## config.mk

```make
export PLATFORM = sky130hd
export DESIGN_NAME = icache_refill
export DESIGN_NICKNAME = d
export VERILOG_FILES = /design/src/rtl/icache_refill.sv
export SDC_FILE = /design/constraint.sdc
export NUM_CORES = 1
export LEC_CHECK = 0
export CORE_MARGIN = 5
export CORE_UTILIZATION = 60
export CTS_CLUSTER_SIZE = 25
export DETAILED_ROUTE_END_ITERATION = 10
export DONT_BUFFER_PORTS = 1
export GPL_ROUTABILITY_DRIVEN = 0
export PLACE_DENSITY_LB_ADDON = 0.12
export SLEW_MARGIN = 30
export SYNTH_ARGS = -nofsm -noshare
export SYNTH_HDL_FRONTEND = slang
export SYNTH_SLANG_ARGS = --single-unit
```

## constraint.sdc

```tcl
create_clock -name CLK -period 3.4 [get_ports CLK]
set_clock_uncertainty 0.2 [all_clocks]
set_input_delay 0.68 -clock CLK [delete_from_list [all_inputs] [get_ports CLK]]
set_output_delay 0.68 -clock CLK [all_outputs]
set_load 0.01 [all_outputs]
```

## src/rtl/icache_refill.sv

```systemverilog
// Instruction-cache line refill: one word per miss; fetch follows mem_rvalid by one cycle (min 4 cycles miss-to-fetch).
// Stalls in REQ until mem_gnt; a silent memory is retried after TIMEOUT WAIT cycles and flagged in refill_err.
module icache_refill #(
    parameter int unsigned TIMEOUT = 255
) (
    input  logic        CLK,
    input  logic        RST,
    input  logic        cache_miss,
    input  logic [19:0] miss_addr,
    output logic        mem_req,
    output logic [19:0] mem_addr,
    input  logic        mem_gnt,
    input  logic        mem_rvalid,
    input  logic [31:0] mem_rdata,
    output logic        fetch,
    output logic [31:0] write_data,
    output logic        refill_busy,
    input  logic        err_clr,
    output logic        refill_err,
    output logic [15:0] miss_count
);

    typedef enum logic [1:0] {
        S_IDLE,
        S_REQ,
        S_WAIT,
        S_FILL
    } state_t;

    localparam logic [7:0] WAIT_LAST = 8'(TIMEOUT - 1);

    state_t     state;
    state_t     state_nxt;
    logic [7:0] wait_cnt;
    logic       timeout;
    logic       unused_addr_lsb;

    assign unused_addr_lsb = ^miss_addr[1:0];

    always_comb begin
        state_nxt = state;
        timeout   = 1'b0;
        case (state)
            S_IDLE: if (cache_miss) state_nxt = S_REQ;
            S_REQ:  if (mem_gnt) state_nxt = S_WAIT;
            S_WAIT: begin
                if (mem_rvalid) begin
                    state_nxt = S_FILL;
                end else if (wait_cnt == WAIT_LAST) begin
                    state_nxt = S_REQ;
                    timeout   = 1'b1;
                end
            end
            S_FILL:  state_nxt = S_IDLE;
            default: state_nxt = S_IDLE;
        endcase
    end

    always_ff @(posedge CLK or posedge RST) begin
        if (RST) begin
            state      <= S_IDLE;
            mem_addr   <= '0;
            write_data <= '0;
            wait_cnt   <= '0;
            refill_err <= 1'b0;
            miss_count <= '0;
        end else begin
            state <= state_nxt;
            if (state == S_IDLE && cache_miss) begin
                mem_addr <= {miss_addr[19:2], 2'b00};
            end
            // Held at zero outside WAIT so every entry (including retries) starts from 0.
            if (state != S_WAIT) begin
                wait_cnt <= '0;
            end else if (!mem_rvalid) begin
                wait_cnt <= wait_cnt + 8'd1;
            end
            if (state == S_WAIT && mem_rvalid) begin
                write_data <= mem_rdata;
            end
            if (timeout) begin
                refill_err <= 1'b1;
            end else if (err_clr) begin
                refill_err <= 1'b0;
            end
            if (state == S_FILL && miss_count != 16'hFFFF) begin
                miss_count <= miss_count + 16'd1;
            end
        end
    end

    // Decoded from state so that RST removes them without a clock edge.
    assign mem_req     = (state == S_REQ);
    assign fetch       = (state == S_FILL);
    assign refill_busy = (state != S_IDLE);

endmodule

```

# After elaboration in Yosys (flattened, before gate mapping)
# Cells that the tools add are included.
[word_totals] regBits=77 inputBits=58 output_inout_bits=72 wordCells=37
[classes] add_sub_neg=2 n_eq_ne=10 mux=12 reduce_logical=7
[op_table] op="$add 16x1->16 const B" count=1
[op_table] op="$mux 8" count=2
[op_table] op="$ne 16x16->1 const B" count=1
[op_table] op="$add 8x1->8 const B" count=1
[op_table] op="$eq 8x8->1 const B" count=1
[op_table] op="$mux 2" count=4
[op_table] op="$pmux 2 s4" count=1
[op_table] op="$mux 1" count=5
[op_table] op="$eq 2x2->1 const B" count=2
[op_table] op="$ne 2x1->1 const B" count=2
[op_table] op="$ne 2x2->1 const B" count=2
[op_table] op="$reduce_bool 2->1" count=2
[op_table] op="$logic_and 1x1->1" count=3
[op_table] op="$ne 3x3->1 const B" count=1
[op_table] op="$reduce_and 3->1" count=1
[op_table] op="$eq 2x1->1 const B" count=1
[op_table] op="$logic_not 2->1" count=1

# Depth between registers and ports, before layout
# Gate-level depths: netlist of the first run.
[logic_depth] word_depth=5 ltp_mapped=6 depth_no_buf=5

# Worst setup path before layout of the first run
# Ideal clock, no wire load.
[synth_path] path_kind="in2reg" from="input mem_rvalid" to="register write_data[0]" setup_ps=125 arrival_ps=1676 required_time_ps=3075 slack_ps=1399 path_stages=6 n_path_buf=3 path_cell_list="buf_2 inv_1 or2_1 buf_2 buf_6 mux2_4"
[synth_between] elab_chain_cells=1
[synth_lines] item="start, declared" line_no="13" source="input logic mem_rvalid,"
[synth_lines] item="$logic_and 1x1->1" line_no="78" source="if (state == S_WAIT && mem_rvalid) begin"
[synth_lines] item="end signal, assigned" line_no="79" source="write_data <= mem_rdata;"
[synth_lines] item="end, declared" line_no="16" source="output logic [31:0] write_data,"
# No other way between the ends.
# A chain may end at the register's enable or synchronous reset.

# Worst setup path after layout of the first run
[layout_path] from="register state[0]" to="register write_data[22]"
[layout_between] elab_chain_cells=2
[layout_lines] item="start, declared" line_no="32" source="state_t state;"
[layout_lines] item="start signal, assigned" line_no="68" source="state <= state_nxt;"
[layout_lines] item="$eq 2x2->1" line_no="78"
[layout_lines] item="$logic_and 1x1->1" line_no="78"
# No other way between the ends.

==> key figures, run 1 <==
Place
  • Port bufs: 0
  • Worst slack at placement: approximately 1000 ps
  • Dpl cells: 304
  • Hpwl dp: 4759 um

Power and ir drop
  • Int Pwr: ~2200 uW
  • Seq pwr share: 0.524
  • Peak supply drop: 0.0004714 V
  • Net Sw Frac: 0.3251
  • Pleak: 0.001753 uW
  • Clk network pwr share: 0.248
  • PD cells: 894.5 nW/um^2
  • Net Switching: 1071 uW
  • Power share of the combinational group: 0.228

Yosys
  • Synthesized instance count: 237
  • Main synth FF type: dfrtp_1
  • Avg Synthesized Cell Area: roughly 14 um^2
  • Synth unique cells: 38
  • Mapped Area: 3383 um^2
  • Ys async rst share: 1.000
  • Synth warn: 0
  • Seq cells post-synth: 77
  • Seq/Total Area, Yosys: 0.5695
  • Post-synth EDFFs: 0

STA
  • Least-Margin Pin Slew: 758.6 ps
  • Final Critical Period: 2395 ps
  • RSZ-0062 raised after global routing: false
  • Endpoints failing hold: 0
  • Slew headroom: 0.4943
  • Post-route setup slack: between 1000 and 1500 ps
  • Period utilization: 0.7045
  • Setup TNS: 0 ps
  • Max Slew Vio Count: 0
  • Final setup fails: 0
  • Max Clock Freq: 417.5 MHz

Global route
  • Largest net degree at the start of global routing: 43
  • Vias in the first global route: 1952
  • Total grt overflow: 0
  • Initial antenna violation count: 0
  • GRT Total Usage: 0.1815
  • First-pass GRT wire length: 10210 um

Drt
  • M1 WL: approximately 2500 um
  • Wire length on met3: between 600 and 700 um
  • First-iteration detailed-routing DRC count: 55
  • DR top layer: met4
  • First-pass DRT Iterations: 4
  • ANT nets after route: 0
  • Vias post-DR: 1836
  • Metal2 WL: between 3000 and 4000 um
  • WL/cell: 20.14 um
  • Final WL: between 6000 and 7000 um
  • # DRC: 0
  • Via density: 5.720

Clocking
  • Hold buffer count at CTS: 0
  • CTS resizes: 0
  • TritonCTS Buffers: 9
  • Clk_lat worst skew: between 300 and 400 ps
  • Clock-pin transition on the worst setup and hold timing paths: 80 ps
  • CTS root buf: clkbuf_8
  • Clk sinks: 77
  • Clock Tree Buf Depth: 2
  • CTS tree: built
  • Post-CTS setup buffer count: 0
  • H-tree depth: 3

Setup path
  • CP max FO: 24
  • Crit path capture type: register
  • Ordered cell list for the critical path: nand2b_1 > or2_2 > buf_4 > mux2_4
  • Crit start category: register
  • Critical Path RT: approximately 3400 ps
  • Worst Path Class, Setup: reg2reg
  • CP Data Arrival Time: ~2400 ps
  • CP max stage delay: 690 ps
  • Max stage delay cell, worst path: or2_2

Floorplan
  • Num ports: 130
  • Die extent in x: 85.09 um
  • FP Rows: 27
  • Core footprint: 5507 um^2
  • Initial core utilization: 0.6144
  • Die area: 7240 um^2
  • Chip height: 85.09 um

Layout
  • P&R area growth vs syn: 8.876%
  • Final instance count without filler cells: 321
  • Layout fillers: 389
  • Layout cells sized above 1: 0.3347
  • Layout net count: 304

Hold path
  • Min-delay worst type: in2async

Flow run
  • Max-Cap Viols: 0

Status
  • Outcome: complete, no violations
## layout by cell type, fill, tap and decap left out, types with 6 or more instances in the layout
master,count
xor2_1,14
nand4_1,6
mux2_2,20
nand3_1,9
dfrtp_1,77
mux2_4,31
inv_1,7
clkbuf_8,9
nor2_1,13
## metal layers
metal / vias up / global-route usage
met2: 82 / 0.2945
met5: - / 0
met1: 907 / 0.2085
li1: 835 / -
met4: 0 / 0.08777
met3: 12 / 0.07379
## synth_stat cells (2+ instances only)
master	instances	area share
nor3_1	4	0.0059
a21oi_1	2	0.0030
xnor2_1	5	0.013
mux2_4	31	0.14
buf_2	2	0.0030
or2_1	2	0.0037
buf_4	3	0.0067
buf_6	3	0.010
o21ai_0	3	0.0044
nor2_1	13	0.014
nor4_4	2	0.013
mux2_2	20	0.067
dfrtp_1	77	0.57
ha_1	3	0.011
nor2b_1	2	0.0037
o21a_1	2	0.0044
nand4_1	6	0.011
a31oi_1	2	0.0037
and4_1	2	0.0052
xor2_1	14	0.036
nand4_2	3	0.011
nand3_1	9	0.013
inv_1	8	0.0089
nand2_1	5	0.0055
## cells by family (layout without fill, tap and decap cells)
logic type / count (synthesis) / after routing / share of synthesized area
AOI/OAI and AO/OA: 11 / 11 / 0.02293
xor gates and xnor gates: 19 / 19 / 0.04919
adders and majority gates: 3 / 3 / 0.01110
buffers and inverters: 17 / 27 / 0.02958
DFF: 77 / 77 / 0.5695
muxes: 51 / 51 / 0.2041
other: 1 / 3 / 0.001108
and+or+nand+nor: 58 / 58 / 0.1124
## cell type report
cell class	count	area (um^2)	share of cell area
Clock buffer	10	127.6	0.03465
Timing Repair Buffer	3	35.03	0.009511
Sequential cell	77	1927	0.5231
Clock inverter	6	111.4	0.03023
Inverter	8	30.03	0.008152
Multi-Input combinational cell	144	1360	0.3692
Antenna cell	1	2.502	0.0006793
Tap cell	72	90.09	0.02446
## power by group through the flow
stage          clock, uW  combinational (uW)  sequential [uW]
5_1_grt              864                 822             1780
3_5_place_dp           0                 753             1750
3_3_place_gp           0                 719             1740
6_report             817                 751             1730
2_1_floorplan          0                 679             1640
4_1_cts              833                 764             1730
## sequential cells by signal (all words and copies together) (netlist names)
name        cells
write_data     32
wait_cnt        8
refill_err      1
miss_count     16
state           2
mem_addr       18
## worst paths after layout
| check | start | end | slack, ps | cells after the start |
|---|---|---|---|---|
| worst max-delay path | state[0] | write_data[22] | 1000 | 4 |
| worst min-delay path | RST | write_data[17] | 140 | 1 |
| worst max register to register | state[0] | write_data[22] | 1000 | 4 |
| worst min register to register | state[1] | state[0] | 370 | 1 |
| max in group asynchronous | RST | write_data[16] | 2180 | 2 |
| min in group CLK | err_clr | refill_err | 230 | 1 |
## metrics by stage
step | hold slack, ps | utilization | power [uW] | instance area, um^2
after floorplan | 297.7 | - | 2324 | 3387
after global placement | 315.8 | 0.6251 | 2454 | 3442
after detailed placement | 360.0 | 0.6251 | 2504 | 3442
after CTS | 145.5 | 0.6685 | 3330 | 3681
after global routing | 194.2 | 0.6685 | 3462 | 3681
final | 136.1 | 0.6689 | 3295 | 3684
## critical path, delay by kind of cell, from the launching register on
family / cells / cell delay (ps)
DFF: 1 / 390
and+or+nand+nor: 2 / 1050
muxes: 1 / 310
buffers and inverters: 1 / 300
(Power assumes the default switching activity.)
==> run 2, diff against run 1 <==
CORE_UTILIZATION = 56   (was 60)
clock period = 2 ns   (was 3.4 ns; I/O delays follow)
==> run 2 against run 1 <==
  * Utilization is 6.1 points higher
  * Clock power is 63% higher
  * Cell count is 20% higher
  * Sequential share of layout area is 7.5 points lower
  * Register-to-register slack worse by 930 ps
  * Die area is 6.3% higher
  * Clock-buffer cell count is 3 higher
  * Via count is 12% higher
  * Worst hold slack worse by 120 ps
  * Power is 74% higher
==> key figures, run 2 (synthesized netlist as in run 1, its figures left out) <==
Status
  • Outcome: complete, no violations

Hold path
  • Hold Path End: write_data[23]
  • Worst Hold Depth: 1
  • Hold path start: mem_rdata[23]
  • Min-delay worst type: in2reg

Floorplan
  • Chip height: 87.73 um (+3.1%)
  • Die extent in x: 87.73 um (+3.1%)
  • Core footprint: 5886 um^2 (+6.9%)
  • Die area: 7696 um^2 (+6.3%)
  • FP Rows: 28 (+3.7%)
  • Initial core utilization: 0.5748 (-0.03958)
  • Num ports: 130 (unchanged)

Setup path
  • RR Startpoint: wait_cnt[2]
  • Crit path capture type: register
  • CP max FO: 5 (-79%)
  • CP startpoint: wait_cnt[2]
  • Reg2reg end: refill_err
  • R2r setup slk: 80 ps (-930 ps)
  • R2R cell count: 4 (unchanged)
  • Worst Path Class, Setup: reg2reg
  • Critical Path RT: 2080 ps (-1350 ps)
  • CP Data Arrival Time: 2000 ps (-420 ps)
  • Crit start category: register

Layout
  • Biggest register: write_data
  • N_diodes: 0 (-1)
  • Layout cells sized above 1: 0.3097 (-0.02500)
  • Layout net count: 366 (+20%)
  • Commonest non-fill, non-tap cell in the layout: dfrtp_1
  • Biggest regs: write_data: 32 flops, mem_addr: 18 flops, miss_count: 16 flops
  • Commonest non-fill, non-tap cells in the layout: dfrtp_1 (77), dlygate4sd3_1 (51), mux2_4 (31), mux2_2 (20), xor2_1 (14)
  • Flip-flop count of the largest register after layout: 32 (unchanged)
  • Fin area: 4298 um^2 (+17%)
  • Core Util, Final: 0.7302 (+0.06129)
  • P&R area growth vs syn: 27.03%

STA
  • Final Critical Period: 1924 ps (-471.6 ps)
  • Post-route setup slack: 76.35 ps (-928.4 ps)
  • Slew headroom: 0.6219 (+0.1276)
  • Least-Margin Pin Slew: 567.2 ps (-191.4 ps)
  • Endpoints failing hold: 0 (unchanged)
  • Period utilization: 0.9618 (+0.2573)
  • Final hold slack: 18.15 ps (-118.0 ps)
  • RSZ-0062 raised after global routing: true
  • Setup TNS: 0 ps (unchanged)
  • Max Slew Vio Count: 0 (unchanged)
  • Final setup fails: 0 (unchanged)
  • Max Clock Freq: 519.8 MHz (+25%)

Drt
  • Metal2 WL: 3685 um (+16%)
  • WL/cell: 19.23 um (-4.5%)
  • ANT nets after route: 0 (unchanged)
  • Via density: 5.358 (-6.3%)
  • Wire length on met3: 720 um (+10%)
  • # DRC: 0 (unchanged)
  • Vias post-DR: 2063 (+12%)
  • First-pass DRT Iterations: 4 (unchanged)
  • DR top layer: met4
  • First-iteration detailed-routing DRC count: 49 (-11%)
  • Final WL: 7405 um (+15%)
  • M1 WL: 2794 um (+11%)

Place
  • Hpwl dp: 4637 um (-2.6%)
  • Placed inst area: 3545 um^2 (+3.0%)
  • Port bufs: 0 (unchanged)
  • Worst slack at placement: 149.2 ps (-873.6 ps)

Power and ir drop
  • PD cells: 1334 nW/um^2 (+49%)
  • Peak supply drop: 0.0007142 V (+52%)
  • Pleak: 0.002024 uW (+15%)

Global route
  • Largest net degree at the start of global routing: 47 (+9.3%)
  • Initial antenna violation count: 0 (unchanged)
  • Vias in the first global route: 2231 (+14%)
  • First-pass GRT wire length: 11610 um (+14%)
  • GRT Total Usage: 0.2014 (+0.01994)
  • Total grt overflow: 0 (unchanged)

Clocking
  • CTS root buf: clkbuf_8
  • H-tree depth: 3 (unchanged)
  • Clock Tree Buf Depth: 2 (unchanged)
  • Clk sinks: 77 (unchanged)
  • Clk_lat worst skew: 340 ps (about the same)
  • TritonCTS Buffers: 9 (unchanged)
  • Post-CTS setup buffer count: 0 (unchanged)
  • Clock-pin transition on the worst setup and hold timing paths: 80 ps (about the same)
  • CTS tree: built

Flow run
  • Max-Cap Viols: 0 (unchanged)
run 2: through the flow:
step | power, uW | cells
finish | 5735 | 385
global route | 6034 | 385
CTS | 5751 | 384
detailed placement | 4330 | 318
global placement | 4275 | 318
floorplan | 3951 | 238
run 2: layer usage:
metal / vias up / GRT usage
met5: - / 0
met2: 86 / 0.3301
met1: 998 / 0.2370
met3: 18 / 0.06397
met4: 0 / 0.1060
li1: 961 / -
run 2: cell type report:
type,instances,area (um^2)
sequential,77,1927
clock buffer,13,158.9
tap,75,93.84
clock inverter,3,67.56
multi-input combinational,144,1376
fill,408,1588
inverter,8,33.78
timing repair buffer,65,640.6
run 2: worst max-delay path by stage:
stage,endpoint,slack (ps)
floorplan,miss_count[1],40
global placement,miss_count[9],170
detailed placement,miss_count[9],150
CTS,refill_err,70
global route,refill_err,-20
finish,refill_err,80
run 2: repair_timing:
item | CTS | global route
hold buffers | 50 | 1
endpoints found under the hold margin | 125 | 1
setup endpoints to repair | 0 | 2
gates resized for setup | 0 | 3
run 2: critical path, stage by stage, from the launching register on:
cell and delay (ps):
dfrtp_1 420, and4_4 260, nand4_1 180, o32ai_2 240, dlygate4sd3_1 570
run 2: power by group:
part | switching, uW | internal, uW
combinational | 565 | 930
sequential | 764 | 2150
clock | 553 | 773
